$ cat src/rtl/fetch_stage_if.sv
// ICache read port between the fetch stage (master) and the instruction cache (slave).
interface fetch_stage_if;
    logic [31:0] addr;
    logic        re;
    logic [31:0] dout;

    modport master (output addr, output re, input dout);
    modport slave  (input addr, input re, output dout);
endinterface

$ cat src/rtl/fetch_stage.sv
// Stage-I fetch front end: PC register, ICache addressing, kill/squash bubbles, stall replay.
// Optional macro FETCH_KILL_COUNT_EN adds a saturating o_kill_count output.
module fetch_stage #(
    parameter logic [31:0] RESET_PC = 32'h0000_2000,
    parameter logic [31:0] NOP_INST = 32'h0000_0013
) (
    input  logic               clk,
    input  logic               reset,
    fetch_stage_if.master      icache,
    input  logic               i_stall,
    input  logic [1:0]         i_pc_sel,
    input  logic [31:0]        i_alu_target,
    input  logic               i_inst_kill,
    output logic [31:0]        o_inst_I,
    output logic [31:0]        o_pc_I,
    output logic [31:0]        o_pc4_I,
`ifdef FETCH_KILL_COUNT_EN
    output logic [31:0]        o_kill_count,
`endif
    output logic               o_inst_valid_I
);

    typedef enum logic [1:0] {StBoot, StRun, StStall} state_t;

    localparam logic [1:0] PcSelAlu  = 2'b01;
    localparam logic [1:0] PcSelHold = 2'b10;

    state_t      r_state;
    logic [31:0] r_pc;
    logic [31:0] r_inst;
    logic        r_valid;
    logic        r_squash;
    logic        r_redirect_pend;
    logic [31:0] r_redirect_pc;

    logic [31:0] w_target;
    logic [31:0] w_pc4;
    logic [31:0] w_next_pc;
    logic        w_stalled;
    logic        w_valid;

    assign w_target  = i_alu_target & ~32'h3;
    assign w_pc4     = r_pc + 32'd4;
    assign w_stalled = i_stall && (r_state != StBoot);
    assign w_valid   = r_valid && !r_squash && !i_inst_kill;

    // A squashed slot refetches its own PC so the redirect target is not skipped.
    always_comb begin
        w_next_pc = w_pc4;
        if (r_state == StBoot) begin
            w_next_pc = RESET_PC;
        end else if (r_redirect_pend) begin
            w_next_pc = r_redirect_pc;
        end else if (i_pc_sel == PcSelAlu) begin
            w_next_pc = w_target;
        end else if ((i_pc_sel == PcSelHold) || r_squash) begin
            w_next_pc = r_pc;
        end
    end

    assign icache.addr    = w_stalled ? r_pc : w_next_pc;
    assign icache.re      = 1'b1;
    assign o_pc_I         = r_pc;
    assign o_pc4_I        = w_pc4;
    assign o_inst_valid_I = w_valid;
    assign o_inst_I       = !w_valid            ? NOP_INST :
                            (r_state == StStall) ? r_inst   : icache.dout;

    always_ff @(posedge clk) begin
        if (reset) begin
            r_state         <= StBoot;
            r_pc            <= RESET_PC - 32'd4;
            r_inst          <= NOP_INST;
            r_valid         <= 1'b0;
            r_squash        <= 1'b0;
            r_redirect_pend <= 1'b0;
            r_redirect_pc   <= 32'h0;
        end else begin
            case (r_state)
                StBoot: begin
                    r_state <= StRun;
                    r_pc    <= RESET_PC;
                    r_valid <= 1'b1;
                end
                default: begin
                    // Capture the instruction while the cache output is still fresh.
                    if (r_state == StRun) begin
                        r_inst <= icache.dout;
                    end
                    if (i_stall) begin
                        r_state <= StStall;
                        if ((i_pc_sel == PcSelAlu) || i_inst_kill) begin
                            r_redirect_pend <= 1'b1;
                            r_redirect_pc   <= w_target;
                        end
                    end else begin
                        r_state         <= StRun;
                        r_pc            <= w_next_pc;
                        r_squash        <= i_inst_kill;
                        r_redirect_pend <= 1'b0;
                    end
                end
            endcase
        end
    end

`ifdef FETCH_KILL_COUNT_EN
    logic [31:0] r_kill_count;

    always_ff @(posedge clk) begin
        if (reset) begin
            r_kill_count <= 32'h0;
        end else if (i_inst_kill && !i_stall && (r_kill_count != 32'hFFFF_FFFF)) begin
            r_kill_count <= r_kill_count + 32'd1;
        end
    end

    assign o_kill_count = r_kill_count;
`endif

endmodule

$ cat src/flat_wrapper.sv
// flat-port wrapper written by rule: the top's interface ports become plain ports
module fetch_stage_flat 
#(
    parameter logic [31:0] RESET_PC = 32'h0000_2000,
    parameter logic [31:0] NOP_INST = 32'h0000_0013
)
  (clk, reset, i_stall, i_pc_sel, i_alu_target, i_inst_kill, o_inst_I, o_pc_I, o_pc4_I, o_inst_valid_I, icache_addr, icache_re, icache_dout);
  fetch_stage_if icache_i ();
  input  logic clk;
  input  logic reset;
  input  logic i_stall;
  input  logic [1:0] i_pc_sel;
  input  logic [31:0] i_alu_target;
  input  logic i_inst_kill;
  output logic [31:0] o_inst_I;
  output logic [31:0] o_pc_I;
  output logic [31:0] o_pc4_I;
  output logic o_inst_valid_I;
  output wire logic [$bits(icache_i.addr)-1:0] icache_addr;
  output wire logic [$bits(icache_i.re)-1:0] icache_re;
  input wire logic [$bits(icache_i.dout)-1:0] icache_dout;
  assign icache_addr = icache_i.addr;
  assign icache_re = icache_i.re;
  assign icache_i.dout = icache_dout;
  fetch_stage #(.RESET_PC(RESET_PC), .NOP_INST(NOP_INST)) u_core (.clk(clk), .reset(reset), .icache(icache_i), .i_stall(i_stall), .i_pc_sel(i_pc_sel), .i_alu_target(i_alu_target), .i_inst_kill(i_inst_kill), .o_inst_I(o_inst_I), .o_pc_I(o_pc_I), .o_pc4_I(o_pc4_I), .o_inst_valid_I(o_inst_valid_I));
endmodule
$ cat config.mk
export PLATFORM = sky130hd
export DESIGN_NAME = fetch_stage_flat
export DESIGN_NICKNAME = d
export VERILOG_FILES = /design/src/rtl/fetch_stage_if.sv /design/src/rtl/fetch_stage.sv /design/src/flat_wrapper.sv
export SDC_FILE = /design/constraint.sdc
export NUM_CORES = 1
export LEC_CHECK = 0
export CAP_MARGIN = 30
export CORE_MARGIN = 2
export CORE_UTILIZATION = 51
export CTS_CLUSTER_SIZE = 14
export DETAILED_ROUTE_END_ITERATION = 8
export GPL_ROUTABILITY_DRIVEN = 0
export PLACE_DENSITY = 0.92
export SYNTH_ARGS = -nofsm -noshare
export SYNTH_HDL_FRONTEND = slang
export SYNTH_SLANG_ARGS = --single-unit
$ cat constraint.sdc
create_clock -name clk -period 3.8 [get_ports clk]
set_clock_uncertainty 0.2 [all_clocks]
set_input_delay 0.38 -clock clk [delete_from_list [all_inputs] [get_ports clk]]
set_output_delay 0.38 -clock clk [all_outputs]
set_load 0.005 [all_outputs]
# Yosys cells after proc, flatten, opt, wreduce, memory -nomap -nowiden
# Index checks and enable logic that the tools add are counted.
[op_classes]
n_addsub = 1
n_mul = 0
div_mod_pow = 0
order_cmp = 0
n_eq_ne = 6
shifts = 0
mux = 13
bitwise_logic = 2
reduce_logical = 14
[op_table]
columns = ["cell", "n"]
rows = [
  ["2-to-1 mux 32 bit", 7],
  ["adder 32 x 3 -> 32 bit, second input constant", 1],
  ["2-to-1 mux 14 bit", 2],
  ["AND reduction 2 bit", 3],
  ["== test 2 x 1 -> 1 bit, second input constant", 2],
  ["== test 2 bit, second input constant", 2],
  ["inequality test 2 x 1 -> 1 bit, second input constant", 2],
  ["logical AND 1 bit", 3],
  ["2-to-1 mux 1 bit", 3],
  ["AND reduction 3 bit", 1],
  ["zero test 1 bit", 2],
  ["zero test 2 bit", 1],
  ["logical OR 1 bit", 2],
  ["2-to-1 mux 2 bit", 1],
  ["NOT 1 bit", 2],
  ["nonzero test 2 bit", 1],
  ["OR reduction 2 bit", 1],
]
[word_totals]
ff_bits = 99
latchBits = 0
mem_bits_rw = 0
rom_bits = 0
input_bits = 70
out_inout_bits = 130
wordCells = 45
memories = 0

# Logic depth before layout (Yosys ltp)
# Gate-level depths: netlist of run 1.
[logic_depth]
depth_word = 8
ltp_mapped = 8
mapped_depth_nobuf = 7

# Worst setup path before layout of run 1
# Ideal clock, no wire load.
[synth_timing]
path_kind = "register to output"
from = "register u_core.r_pc[12] (netlist: u_core.o_pc_I[12])"
to = "output icache_addr[21]"
t_arrival_ns = 2.086
t_required_ns = 3.220
setup_slack_ns = 1.134
stages_incl_launch_ff = 9
n_path_buf = 2
path_cell_list = "dfxtp_1 -> buf_2 -> nand4_2 -> or4_1 -> buf_2 -> nor4_2 -> a21oi_1 -> or2_0 -> a21oi_1"
[synth_via]
elab_chain_len = 6
[synth_rtl]
columns = ["element", "line_no", "source"]
rows = [
  ["from (decl)", "fetch_stage.sv:29", "logic [31:0] r_pc;"],
  ["from (signal assigned)", "fetch_stage.sv:72", "r_pc <= RESET_PC - 32'd4;"],
  ["from (signal assigned)", "fetch_stage.sv:98", "r_pc <= w_next_pc;"],
  ["adder 32 x 3 -> 32 bit", "fetch_stage.sv:43", "assign w_pc4 = r_pc + 32'd4;"],
  ["2-to-1 mux 32 bit", "fetch_stage.sv:56", "end else if ((i_pc_sel == PcSelHold) || r_squash) begin"],
  ["2-to-1 mux 32 bit", "fetch_stage.sv:54", "end else if (i_pc_sel == PcSelAlu) begin"],
  ["2-to-1 mux 32 bit", "fetch_stage.sv:52", "end else if (r_redirect_pend) begin"],
  ["2-to-1 mux 32 bit", "fetch_stage.sv:50", "if (r_state == StBoot) begin"],
  ["2-to-1 mux 32 bit", "fetch_stage.sv:61", "assign icache.addr = w_stalled ? r_pc : w_next_pc;"],
  ["to (decl)", "flat_wrapper.sv:19", "output wire logic [$bits(icache_i.addr)-1:0] icache_addr;"],
]
# Every way passes these cells.

# Final worst setup path of run 1
[layout_timing]
from = "register u_core.r_pc[13] (netlist: u_core.o_pc_I[13])"
to = "output icache_addr[21]"
# The elaborated chain is that of the path after synthesis.

==> flow_metrics.py, run 1 <==
metrics = {
    "sta": {
        "timing.fmax_mhz": 267.9,
        "setup_violations": 0,
        "fin_hold_ws_ns": 0.2533,
        "slew_headroom_pct": 41.19,
        "tightest_slew_ns": 0.8811,
        "fin_crit_ns": 3.733,
        "finalHoldViolCount": 0,
        "maxSlewViolCount": 0,
        "fin_ws_ns": 0.06693,
        "post-route-period-util_pct": 98.24,
    },
    "synthesis": {
        "synth.distinct_cells": 62,
        "syn_area_per_cell_sq_um": 6.667,
        "synthFlopType": "dfxtp_1",
        "syn-num-nets": 999,
        "synth_edf_count": 0,
        "syn_area_sq_mm": 0.006187,
        "ys_warn_count": 0,
        "syn_inst": 928,
        "ys_top_cells_by_area": "dfxtp_1, nand2_1, a21oi_1",
        "seq_area_frac_synth_pct": 32.03,
        "synth_most_common_cell": "nand2_1",
        "synth_common_cells": "nand2_1, a21oi_1, dfxtp_1",
        "ys_ff_latch": 99,
        "yosys.area.top_type": "dfxtp_1",
        "synth.top_cell.area_share_pct": 32.03,
        "ys_async_sr_fraction_pct": 0,
    },
    "worst_hold_path": {
        "hold_depth": 2,
        "min_path_type": "flip-flop to flip-flop",
        "whs_endpoint": "u_core.r_redirect_pc[31]",
        "hold_start": "u_core.r_redirect_pc[31]",
    },
    "cts": {
        "cts_made_buffers": 9,
        "cts_sinks": 99,
        "cts-htree-levels": 3,
        "cts_hold_buf": 0,
        "cts-root-buf": "clkbuf_16",
        "clk_pin_slew_ns": 0.07,
        "worstSkewPairLatency_ns": 0.35,
        "cts_max_path_buffers": 2,
        "cts_tree": "yes",
        "post_cts_buffers": 0,
    },
    "final_layout": {
        "drive_above_1_share_pct": 7.692,
        "nets": 1158,
        "antenna_cells": 0,
        "syn2layout_area_growth_pct": 38.83,
    },
    "floorplanning": {
        "initial_core_util_pct": 51.94,
        "die_h_um": 114.1,
        "die_x_um": 114.1,
        "row_count": 40,
        "io_pins": 200,
        "die_area_sq_mm": 0.01303,
        "coreArea_sq_mm": 0.01191,
    },
    "route": {
        "routed_wl_mm": 21.63,
        "drt_first_iter_violations": 901,
        "via_per_inst": 6.044,
        "avgRoutedWirePerCell_um": 17.46,
        "antenna_left": 0,
        "routed-via-count": 7488,
        "remaining_drc_errors": 0,
        "first_pass_iters": 8,
    },
    "job": {
        "maxCapViolations": 0,
    },
    "worst_setup_path": {
        "endpoint_kind": "output port",
        "worst_r2r_startpoint": "u_core.o_pc_I[13]",
        "startpoint": "u_core.o_pc_I[13]",
        "regToRegEndpoint": "u_core.o_pc_I[19]",
        "worst_r2r_path_depth": 7,
        "cp-start-kind": "flip-flop",
        "critPathMaxFanout": 8,
        "critPathArrivalTime_ns": 3.15,
        "r2r_slack_ns": 1.18,
        "crit_type": "flip-flop to output port",
        "required_ns": 3.22,
    },
    "grt": {
        "grt_usage_pct": 32.05,
        "antenna_found_initial": 0,
        "first_global_vias": 6673,
        "grt_pass1_wl_mm": 33.50,
        "grt_max_degree": 52,
        "grt_overflow": 0,
    },
    "place": {
        "port_buffers": 196,
        "dp_hpwl_mm": 15.23,
        "place_ws_ns": 0.2932,
    },
    "outcome": {
        "status": "complete, no violations",
    },
    "power": {
        "power.density_mw_per_mm2": 328.3,
        "p_leak_uw": 0.003217,
        "ir_drop_uv": 218.1,
    },
}
[where the power goes]
part	switching (uW)	internal (uW)
clock network	446	477
logic	382	361
registers	58.2	1100
total	886	1930
[cell type report]
type	count	area, sq um
Fill cell	892	3322
Clock buffer	10	239.0
Clock inverter	6	55.05
Sequential cell	99	1986
Inverter	14	52.55
Tap cell	147	183.9
Timing Repair Buffer	232	2227
Multi-Input combinational cell	731	3846
[cells by family (layout without fill, tap and decap cells)]
group	after synthesis	in the layout	share of synthesized area, %
AOI/OAI and AO/OA	251	251	23.78
other	1	1	0.06061
buffers and inverters	98	262	6.269
xor gates and xnor gates	39	39	5.521
and+or+nand+nor	437	437	31.81
DFF	99	99	32.03
adders and majority gates	1	1	0.2022
muxes	2	2	0.3236
[layout by cell type (no fill, tap or decap), types with 12 or more instances in the layout]
| master | n |
|---|---|
| nor2_1 | 63 |
| xnor2_1 | 31 |
| nand2b_1 | 13 |
| inv_1 | 14 |
| o21ai_0 | 53 |
| nor3_1 | 16 |
| clkdlybuf4s50_1 | 195 |
| nand4_1 | 12 |
| nand3_1 | 29 |
| a21oi_1 | 133 |
| buf_4 | 36 |
| nand2_1 | 247 |
| dfxtp_1 | 96 |
[critical path, cell delays in order, from the launching register on]
cell and delay [ns]:
dfxtp_1 0.54, nand4_4 0.22, or4_1 0.61, nor4_2 0.33, a21oi_1 0.13, or2_0 0.21, a21oi_1 0.22, clkdlybuf4s50_1 0.54
[sequential cells by signal, indices dropped and copies added, names as in the netlist]
name	cells
u_core.r_squash	1
u_core.r_valid	1
u_core.r_redirect_pend	1
u_core.o_pc_I	32
u_core.r_state	2
u_core.r_redirect_pc	30
u_core.r_inst	32
[per-stage QoR]
stage | area (sq um) | setup TNS (ns) | total power (uW) | util, % | std cells
final | 8589 | 0 | 2820 | 72.11 | 1239
after global routing | 8589 | -0.007760 | 2931 | 72.11 | 1239
after CTS | 8572 | 0 | 2805 | 71.96 | 1239
after detailed placement | 8277 | 0 | 1894 | 69.49 | 1223
after global placement | 8277 | 0 | 1877 | 69.49 | 1223
after floorplan | 6187 | 0 | 1524 | - | 928
[per-layer routing]
metal,share of wire (%),GRT usage (%)
met5,0,0
met4,3.5,12.60
met3,12,7.517
met2,47,52.50
met1,38,40.93
[timing repair]
item | CTS | global route
pin swaps | 0 | 0
endpoints found under the setup margin | 1 | 6
resized for setup | 1 | 4
[worst max-delay path by stage]
stage / endpoint / slack (ns) / depth (start not counted)
global route: o_pc4_I[25] / -0.008 / 8
CTS: icache_addr[27] / 0.07 / 6
global placement: icache_addr[27] / 0.33 / 7
detailed placement: icache_addr[27] / 0.29 / 7
floorplan: icache_addr[21] / 1.13 / 8
finish: icache_addr[21] / 0.07 / 7
No activity file was read; power rests on OpenSTA's default activity.
==> run 2, diff against run 1 <==
Settings changed: CTS_CLUSTER_SIZE 14 to 25, GPL_ROUTABILITY_DRIVEN 0 to 1.
==> run 2 against run 1 <==
Net effect: maximum frequency grew 1.6%; via count is essentially flat; first-iteration DRC count shrank 8.0%; worst hold slack lost 0.046 ns; combinational power grew 1%; global-route usage grew 0.58 points; final area grew 0.80%; routed wire length grew 2.5%; utilization grew 0.58 points; register-to-register slack gained 0.03 ns; critical path type unchanged.
==> flow_metrics.py, run 2 (synthesis gave the netlist of run 1 again) <==
metrics = {
    "grt": {
        "grt_max_degree": 59,
        "grt_overflow": 0,
        "top_usage_layer": "met2",
        "grtUsageMet2_pct": 53.37,
        "grt_pass1_wl_mm": 34.07,
        "first_global_vias": 6850,
        "grt_usage_pct": 32.64,
        "antenna_found_initial": 0,
        "met3_usage_pct": 9.105,
        "use_met1_pct": 40.13,
    },
    "route": {
        "routed_wl_mm": 22.17,
        "routed-via-count": 7491,
        "antenna_left": 0,
        "avgRoutedWirePerCell_um": 17.80,
        "via_per_inst": 6.017,
        "remaining_drc_errors": 0,
        "first_pass_iters": 8,
        "drt_first_iter_violations": 829,
    },
    "power": {
        "switching_share_pct": 30.54,
        "power.density_mw_per_mm2": 331.9,
        "ir_drop_uv": 234.9,
        "p_seq_share_pct": 40.1,
        "p_int_uw": 1996,
        "p_leak_uw": 0.003254,
        "p_clk_share_pct": 33.7,
        "switchingPower_uw": 877.6,
        "combPwrFrac_pct": 26.2,
    },
    "worst_setup_path": {
        "critPathMaxFanout": 7,
        "cp-start-kind": "flip-flop",
        "r2r_slack_ns": 1.21,
        "critPathArrivalTime_ns": 3.09,
        "required_ns": 3.22,
        "worst_r2r_path_depth": 7,
        "endpoint_kind": "output port",
        "regToRegEndpoint": "u_core.o_pc_I[19]",
        "startpoint": "u_core.o_pc_I[3]",
        "crit_type": "flip-flop to output port",
        "worst_r2r_startpoint": "u_core.o_pc_I[13]",
    },
    "cts": {
        "cts-root-buf": "clkbuf_16",
        "cts_max_path_buffers": 2,
        "cts_hold_buf": 0,
        "clk_pin_slew_ns": 0.07,
        "post_cts_buffers": 0,
        "cts_made_buffers": 9,
        "worstSkewPairLatency_ns": 0.36,
        "cts_tree": "yes",
        "cts_sinks": 99,
        "cts_resized": 0,
        "cts-htree-levels": 3,
    },
    "sta": {
        "post-route-period-util_pct": 96.67,
        "slew_headroom_pct": 44.45,
        "finalHoldViolCount": 0,
        "finalSetupTns_ns": 0,
        "fin_crit_ns": 3.674,
        "fin_ws_ns": 0.1264,
        "rsz0062_at_grt": "false",
        "timing.fmax_mhz": 272.2,
        "tightest_slew_ns": 0.8323,
        "setup_violations": 0,
        "maxSlewViolCount": 0,
    },
    "floorplanning": {
        "die_x_um": 114.1,
        "die_area_sq_mm": 0.01303,
        "die_h_um": 114.1,
        "io_pins": 200,
        "coreArea_sq_mm": 0.01191,
        "initial_core_util_pct": 51.94,
        "row_count": 40,
    },
    "final_layout": {
        "drive_above_1_share_pct": 8.379,
        "final_common_cell": "nand2_1",
        "final_area_sq_mm": 0.008658,
        "nets": 1164,
        "antenna_cells": 0,
        "most-common-layout-cells": "nand2_1, clkdlybuf4s50_1, a21oi_1",
        "syn2layout_area_growth_pct": 39.94,
    },
    "job": {
        "maxCapViolations": 0,
    },
    "place": {
        "place_ws_ns": 0.2890,
        "port_buffers": 196,
        "post_dp_cell_area_sq_mm": 0.008322,
        "dp_hpwl_mm": 16.09,
        "routabilityCongestion": 0.9630,
    },
    "worst_hold_path": {
        "hold_depth": 2,
        "hold_start": "reset",
        "min_path_type": "input port to flip-flop",
        "whs_endpoint": "u_core.r_redirect_pc[18]",
    },
    "outcome": {
        "status": "complete, no violations",
    },
}
## run 2: final cells by class
type | count | area, sq um
Timing Repair Buffer | 238 | 2272
Clock inverter | 6 | 71.32
Inverter | 14 | 52.55
Fill cell | 920 | 3253
Sequential cell | 99 | 1986
Tap cell | 147 | 183.9
Multi-Input combinational cell | 731 | 3854
Clock buffer | 10 | 239.0
## run 2: metal layers
metal,share of wire (%),routed length (um)
met1,38,8358
met5,0,0
met4,3.8,843
met3,12,2706
met2,46,10260
## run 2: worst max-delay path by stage
stage,to,slack [ns]
after floorplan,icache_addr[21],1.13
after global placement,icache_addr[27],0.31
after detailed placement,icache_addr[27],0.29
after CTS,icache_addr[27],0.05
after global routing,icache_addr[21],0.0002
final,icache_addr[27],0.13
## run 2: critical path, cell delays in order, from the launching register on
cell and delay (ns):
dfxtp_1 0.42, nand2_1 0.25, or4_4 0.58, or4_4 0.46, o41ai_2 0.37, nand2b_1 0.16
clkdlybuf4s50_1 0.50
## run 2: power groups by stage
stage	sequential [uW]	clock (uW)	combinational, uW
finish	1150	970	752
global route	1160	1010	804
CTS	1150	969	737
detailed placement	1170	0	732
global placement	1170	0	717
floorplan	1150	0	370
## run 2: per-stage QoR
step | util, % | total power, uW | hold slack (ns) | std cells
final | 72.69 | 2874 | 0.2077 | 1245
after global routing | 72.69 | 2975 | 0.2030 | 1245
after CTS | 72.47 | 2853 | 0.1921 | 1245
after detailed placement | 69.86 | 1903 | 0.2465 | 1229
after global placement | 69.86 | 1885 | 0.2381 | 1229
after floorplan | - | 1524 | 0.2312 | 928
==> run 3, diff against run 2 <==
Settings changed: GPL_ROUTABILITY_DRIVEN 1 to unset.
==> results of run 3 <==
No change in the layout: final DEF, timing and power equal those of run 2.
